===== config.mk =====
export PLATFORM = sky130hd
export DESIGN_NAME = regfile_tagged
export DESIGN_NICKNAME = d
export VERILOG_FILES = /design/src/rtl/regfile_tagged.sv
export SDC_FILE = /design/constraint.sdc
export NUM_CORES = 2
export LEC_CHECK = 0
export ABC_CLOCK_PERIOD_IN_PS = 8100
export CAP_MARGIN = 0
export CORE_ASPECT_RATIO = 1.25
export CORE_MARGIN = 4
export CORE_UTILIZATION = 44
export DETAILED_ROUTE_END_ITERATION = 8
export PLACE_DENSITY_LB_ADDON = 0.08
export SLEW_MARGIN = 20
export SYNTH_ARGS = -nofsm -noshare
export SYNTH_HDL_FRONTEND = slang
export SYNTH_SLANG_ARGS = --single-unit

===== constraint.sdc =====
create_clock -name clock -period 8.1 [get_ports clock]
set_clock_uncertainty 0.15 [all_clocks]
set_input_delay 1.215 -clock clock [delete_from_list [all_inputs] [get_ports clock]]
set_output_delay 1.215 -clock clock [all_outputs]
set_load 0.02 [all_outputs]

===== src/rtl/regfile_tagged.sv =====
// Register file with a per-entry busy/tag scoreboard, a post-reset clearing sweep
// and a same-cycle commit bypass on both combinational read ports.
module regfile_tagged #(
  parameter int DATA_W   = 32,
  parameter int ADDR_W   = 5,
  parameter int TAG_W    = 4,
  parameter int ZERO_REG = 1
) (
  input  logic              clock,
  input  logic              reset,
  input  logic              wr_en,
  input  logic [ADDR_W-1:0] wr_addr,
  input  logic [DATA_W-1:0] wr_data,
  input  logic [TAG_W-1:0]  wr_tag,
  input  logic              ts_en,
  input  logic [ADDR_W-1:0] ts_addr,
  input  logic [TAG_W-1:0]  ts_tag,
  input  logic [ADDR_W-1:0] rd_addr1,
  input  logic [ADDR_W-1:0] rd_addr2,
  output logic [DATA_W-1:0] rd_data1,
  output logic [DATA_W-1:0] rd_data2,
  output logic              rd_busy1,
  output logic              rd_busy2,
  output logic [TAG_W-1:0]  rd_tag1,
  output logic [TAG_W-1:0]  rd_tag2,
  output logic              init_done
);

  localparam int DEPTH   = 2 ** ADDR_W;
  localparam int ENTRY_W = DATA_W + 1 + TAG_W;
  localparam logic [ADDR_W-1:0] LAST_IDX = {ADDR_W{1'b1}};
  localparam logic [ADDR_W-1:0] ZERO_IDX = {ADDR_W{1'b0}};

  typedef enum logic [0:0] {ST_INIT = 1'b0, ST_RUN = 1'b1} state_e;

  state_e            state_r;
  state_e            state_next_s;
  logic [ADDR_W-1:0] sweep_cnt_r;
  logic [DATA_W-1:0] data_r [DEPTH];
  logic              busy_r [DEPTH];
  logic [TAG_W-1:0]  tag_r  [DEPTH];
  logic              zero_reg_s;
  logic              run_s;
  logic              wr_ok_s;
  logic              ts_ok_s;

  assign zero_reg_s = (ZERO_REG != 0);
  assign run_s      = reset && (state_r == ST_RUN);

  // State register and sweep counter
  always_ff @(posedge clock) begin
    if (!reset) begin
      state_r     <= ST_INIT;
      sweep_cnt_r <= ZERO_IDX;
    end else begin
      state_r <= state_next_s;
      if (state_r == ST_INIT) begin
        sweep_cnt_r <= sweep_cnt_r + ADDR_W'(1);
      end else begin
        sweep_cnt_r <= sweep_cnt_r;
      end
    end
  end

  // Next-state logic: leave INIT once the last entry has been cleared
  always_comb begin
    state_next_s = state_r;
    case (state_r)
      ST_INIT: begin
        if (sweep_cnt_r == LAST_IDX) begin
          state_next_s = ST_RUN;
        end else begin
          state_next_s = ST_INIT;
        end
      end
      ST_RUN:  state_next_s = ST_RUN;
      default: state_next_s = ST_INIT;
    endcase
  end

  // Entry 0 swallows commits and dispatches when hardwired to zero
  always_comb begin
    wr_ok_s = wr_en && !(zero_reg_s && (wr_addr == ZERO_IDX));
    ts_ok_s = ts_en && !(zero_reg_s && (ts_addr == ZERO_IDX));
  end

  // Array update: clearing sweep in INIT, commit then dispatch in RUN (dispatch wins)
  always_ff @(posedge clock) begin
    if (reset && (state_r == ST_INIT)) begin
      data_r[sweep_cnt_r] <= {DATA_W{1'b0}};
      busy_r[sweep_cnt_r] <= 1'b0;
      tag_r[sweep_cnt_r]  <= {TAG_W{1'b0}};
    end else if (reset && (state_r == ST_RUN)) begin
      if (wr_ok_s) begin
        data_r[wr_addr] <= wr_data;
        if (busy_r[wr_addr] && (tag_r[wr_addr] == wr_tag)) begin
          busy_r[wr_addr] <= 1'b0;
          tag_r[wr_addr]  <= {TAG_W{1'b0}};
        end
      end
      if (ts_ok_s) begin
        busy_r[ts_addr] <= 1'b1;
        tag_r[ts_addr]  <= ts_tag;
      end
    end
  end

  function automatic logic [ENTRY_W-1:0] read_port(input logic [ADDR_W-1:0] addr);
    logic [DATA_W-1:0] d;
    logic              b;
    logic [TAG_W-1:0]  t;
    d = data_r[addr];
    b = busy_r[addr];
    t = tag_r[addr];
    // Bypass reflects the commit only; a same-cycle dispatch shows up next cycle
    if (run_s && wr_ok_s && (wr_addr == addr)) begin
      d = wr_data;
      if (b && (t == wr_tag)) begin
        b = 1'b0;
      end else begin
        b = b;
      end
    end else begin
      d = d;
    end
    if (!b) begin
      t = {TAG_W{1'b0}};
    end else begin
      t = t;
    end
    if (!run_s || (zero_reg_s && (addr == ZERO_IDX))) begin
      return {ENTRY_W{1'b0}};
    end else begin
      return {d, b, t};
    end
  endfunction

  // Output logic: init flag and both read ports
  always_comb begin
    init_done                      = run_s;
    {rd_data1, rd_busy1, rd_tag1}  = read_port(rd_addr1);
    {rd_data2, rd_busy2, rd_tag2}  = read_port(rd_addr2);
  end

endmodule


[Yosys cells after proc, flatten, opt, wreduce, memory -nomap -nowiden]
Memories as Yosys holds them, arrays and structs flattened.
Index checks and enable logic that the tools add are counted.
Widths: inputs -> output; s select.
Cells by class
  $add $sub $neg: 1
  equal/unequal tests: 6
  muxes and demuxes: 36
  bitwise gates (word level): 1
  reduce and logical (&&, ||, !) cells: 22
Operators with widths (count)
  $mux 32: 3
  $mux 37: 2
  $reduce_or 32->1: 1
  $mux 1: 24
  $logic_not 5->1: 4
  $mux 5: 3
  $eq 4x4->1: 3
  $mux 4: 3
  $eq 5x5->1: 2
  $logic_and 1x1->1: 10
  $add 5x1->5 const B: 1
  $eq 5x5->1 const B: 1
  $reduce_or 4->1: 1
  $logic_not 1->1: 3
  $logic_or 1x1->1: 2
  $pmux 1 s2: 1
  $not 1->1: 1
  $reduce_or 1->1: 1
Storage, ports and cells
  bits in registers: 6
  RAM bits: 1184
  input bits: 64
  output and inout bits: 75
  word-level logic and storage cells: 71
  memories: 3
Memories
  data_r: words 32, bits a word 32, read ports 2, clocked after memory_dff 0, wr ports 1, line 39  | logic [DATA_W-1:0] data_r [DEPTH];
  tag_r: words 32, bits a word 4, read ports 3, clocked after memory_dff 0, wr ports 2, line 41  | logic [TAG_W-1:0] tag_r [DEPTH];
  busy_r: words 32, bits a word 1, read ports 3, clocked after memory_dff 0, wr ports 2, line 40  | logic busy_r [DEPTH];

[Logic depth before layout (Yosys ltp)]
An unclocked memory read counts as a cell.
  depth in word-level cells: 10
  mapped depth: 14

[Worst setup path after synthesis]
OpenSTA, ideal clock, no wires.
  path kind: input-to-output
  start: input rd_addr1[0]
  end: output rd_tag1[0]
  arrival: 3.857 ns
  required time: 6.735 ns
  setup slack: 2.878 ns
  stages on the path: 10
  path buffers: 2
  path through: buf_2 buf_2 mux4_2 mux4_2 mux2i_1 nor3_1 a21oi_1 nor4_1 or3_1 nor2_1
On the way
  longest elaborated chain between the ends: 7
  elaborated cells between the ends (all ways): 12
  those cells by class: 2 x eq/ne; 4 x mux; 4 x reduce/logical; 2 x memory
Ends and longest elaborated chain
  start: declaration: line 18  | input logic [ADDR_W-1:0] rd_addr1,
  $mem_v2 32x4
  $eq 4x4->1: line 118  | if (b && (t == wr_tag)) begin
  $logic_and 1x1->1: line 118
  $mux 1: line 118
  $mux 1: line 116  | if (run_s && wr_ok_s && (wr_addr == addr)) begin
  $mux 4: line 126  | if (!b) begin
  $mux 37 (*): line 131  | if (!run_s || (zero_reg_s && (addr == ZERO_IDX))) begin
  end: declaration: line 24  | output logic [TAG_W-1:0] rd_tag1,
Every way passes the cells marked *; elsewhere a longest branch is shown, timed or not.

[Worst setup path after layout]
  start: input wr_addr[3]
  end: output rd_data1[26]
On the way
  longest elaborated chain between the ends: 7
  elaborated cells between the ends (all ways): 8
  those cells by class: 1 x eq/ne; 2 x mux; 5 x reduce/logical
Ends and longest elaborated chain
  start: declaration: line 12  | input logic [ADDR_W-1:0] wr_addr,
  $logic_not 5->1: line 83  | wr_ok_s = wr_en && !(zero_reg_s && (wr_addr == ZERO_IDX));
  $logic_not 1->1: line 83
  $logic_and 1x1->1: line 83
  $logic_and 1x1->1: line 116
  $logic_and 1x1->1 (*): line 116
  $mux 32 (*): line 116
  $mux 37 (*): line 131
  end: declaration: line 20  | output logic [DATA_W-1:0] rd_data1,
Marked as above.

==> metrics.txt <==
synthesized area=59880 µm²; I/O Buffers=138; fillers=11173; Clock Pin Slew Worst Setup and Hold Paths=0.07 ns; Period minus WS final=6.683 ns; All-Layer GR Usage=0.2952; pin count of the biggest net entering global routing=92; H-tree depth=3; DR iter-0 viols=4058; ys async rst share=0; Worst Setup Start Kind=primary input; Core ar.=135500 µm²; global-route wire length before repair=294300 µm; CTS Buf Count=120; top cells by count, synth=1152 x edfxtp_1, 545 x mux4_2, 304 x mux2i_1, 182 x nor2_1, 174 x clkbuf_1; actual slew at the worst max-slew pin=1.178 ns; DRT Wirelength=209000 µm; Top cell by count, worst path=buf_4; Worst Path Required=6.73 ns; Leak Pwr=22.17 nW; initial antenna violation count=8; Longest Clk Path Bufs=3; HP Class=flop to flop; setup bufs post-CTS=0; Storage cell area=35350 µm²; area leader, netlist=edfxtp_1; cts hold-fix bufs=0; Crit path max-delay family=buffers and inverters; CP Capture Type=output pin; Std-Cell Rows=151; Chip Height=420.5 µm; num ports=139; DP Wirelength=128900 µm; most common cell in the netlist=edfxtp_1; top cell type's share of synthesized area=0.5777; Worst EP arrival=5.32 ns; Max Fclk=149.6 MHz; nets=3748; P per Cell Area=198.3 nW/µm²; CTS resizes=0; max_slew headroom=0.2145; Top FF cell, synth=edfxtp_1; TritonCTS Sinks=1190; Max stage delay on crit path=0.65 ns; Distinct cells, synth=61; WS Path Type=primary input to output pin; Post-Synthesis Cells=3609; outcome=completed; Buf+Inv Stages, Crit Path=5; slowest stage cell on the critical path=clkdlybuf4s50_1; number of synthesized flops with an enable pin=1152; Avg Inst Size Synth=16.59 µm²; Skew-Pair Late Insertion Delay=0.75 ns; Design Power=13.37 mW; Multi-input gate area=23520 µm²; CP Max Fanout=26; setup tns final=0 ns; residual DRC count=0; Area Growth Syn to Fin=12.56%; Root Buffer=clkbuf_16; top cells by area, synth=edfxtp_1 58%, mux4_2 20%, mux2i_1 5.1%; Seq/Total Area, Yosys=0.5904; final-report max-slew violation count=0; vias per std cell=6.791; layout cells sized above 1=0.2569; crit path cell chain=clkdlybuf4s50_1 > buf_4 > or2_2 > o311a_2 > nand4_1 > buf_4 > buf_4 > nor2_1 > a211oi_1 > clkdlybuf4s50_1; number of synthesized register bits=1190; WL/cell=37.71 µm; vias in the first global route=38654; # setup viols final=0; Vias=37647; CTS tree=yes; GRT overflow=0; crit share post-route=0.8250; Antenna Nets Post-Route=0; Die Wd=338.0 µm; gp weighted congestion=0.9304; Final Hold Viols=0; RSZ-0062 raised after global routing=false; die area=142100 µm²; 1st-pass router iterations=5; Initial Util=0.4420; Ys Warns=0; maxcap violations=0; Peak VDD IR=0.1591 mV
## worst paths after layout
kind / startpoint / slack [ns] / end / cells after the start
max reg2reg: state_r / 3.32 / data_r[2][9] / 7
max: wr_addr[3] / 1.42 / rd_data1[26] / 10
min reg2reg: busy_r[0] / 0.36 / busy_r[0] / 1
min: busy_r[0] / 0.36 / busy_r[0] / 1
## logic make-up (layout without fill, tap and decap cells)
group                      after synthesis  in the layout  synth area share
adders and majority gates                2              2         0.0004178
buffers and inverters                  309            477           0.02275
AOI/OAI and AO/OA                      608            608           0.06643
DFF                                   1190           1190            0.5904
and+or+nand+nor                        557            557           0.04689
xor gates and xnor gates                24             24          0.003510
muxes                                  918            918            0.2695
other                                    1              9        0.00006263
## registers in the layout (all words and copies together) (netlist names)
name	count
busy_r	32
sweep_cnt_r	5
data_r	1024
state_r	1
tag_r	128
## per-layer routing
layer | global-route usage | vias up | part of all wire
met2 | 0.4898 | 2040 | 0.49
met1 | 0.3803 | 19970 | 0.37
met5 | 0 | - | 0
li1 | - | 15166 | -
met3 | 0.04741 | 471 | 0.081
met4 | 0.1434 | 0 | 0.055
## placed cells by master, fill, tap and decap left out, types with 23 or more instances in the layout
master,instances
clkdlybuf4s50_1,126
clkbuf_1,25
clkbuf_16,122
and2_1,158
edfxtp_1,1152
mux2_2,66
mux2i_1,304
a21oi_1,124
dfxtp_1,38
clkinv_1,28
mux4_2,545
a22oi_1,91
o211ai_1,89
a211oi_1,32
clkinv_2,23
buf_4,99
a221oi_1,75
o21ai_0,156
nor2_1,148
nor2_4,33
nand2_1,93
## worst reg2reg max path, stage by stage (launching register included)
cell and delay, ns:
dfxtp_1 0.54, and2_1 0.44, o311a_2 0.56, buf_4 0.54
mux2i_1 0.43, nand2_1 0.31, nor2_4 0.79, buf_4 0.61
## report_power, final
group | total (mW) | switching [mW] | internal, mW
sequential | 6.71 | 0.0201 | 6.69
clock | 5.53 | 2.41 | 3.12
combinational | 1.12 | 0.710 | 0.415
## stage by stage
| stage | cell area, µm² | std cells | setup slack (ns) | utilization | hold WS [ns] |
|---|---|---|---|---|---|
| 6_report | 67400 | 5544 | 1.417 | 0.4976 | 0.3644 |
| 3_3_place_gp | 63460 | 5314 | 1.543 | 0.4685 | 0.3381 |
| 3_5_place_dp | 63530 | 5318 | 1.484 | 0.4690 | 0.3485 |
| 4_1_cts | 67350 | 5538 | 1.483 | 0.4972 | 0.3592 |
| 5_1_grt | 67390 | 5539 | 1.107 | 0.4975 | 0.3693 |
| 2_1_floorplan | 59890 | 3612 | 2.878 | - | 0.3141 |
## layout make-up
| class | count | area share |
|---|---|---|
| diodes | 5 | 0.0001856 |
| clock buffers | 147 | 0.04669 |
| clock inverters | 73 | 0.009931 |
| inverters | 5 | 0.0002785 |
| multi-input cells | 2113 | 0.3490 |
| flip-flops and latches | 1190 | 0.5245 |
| well taps | 1759 | 0.03265 |
| repair buffers | 252 | 0.03674 |
Power figures use the tool's default switching activity.
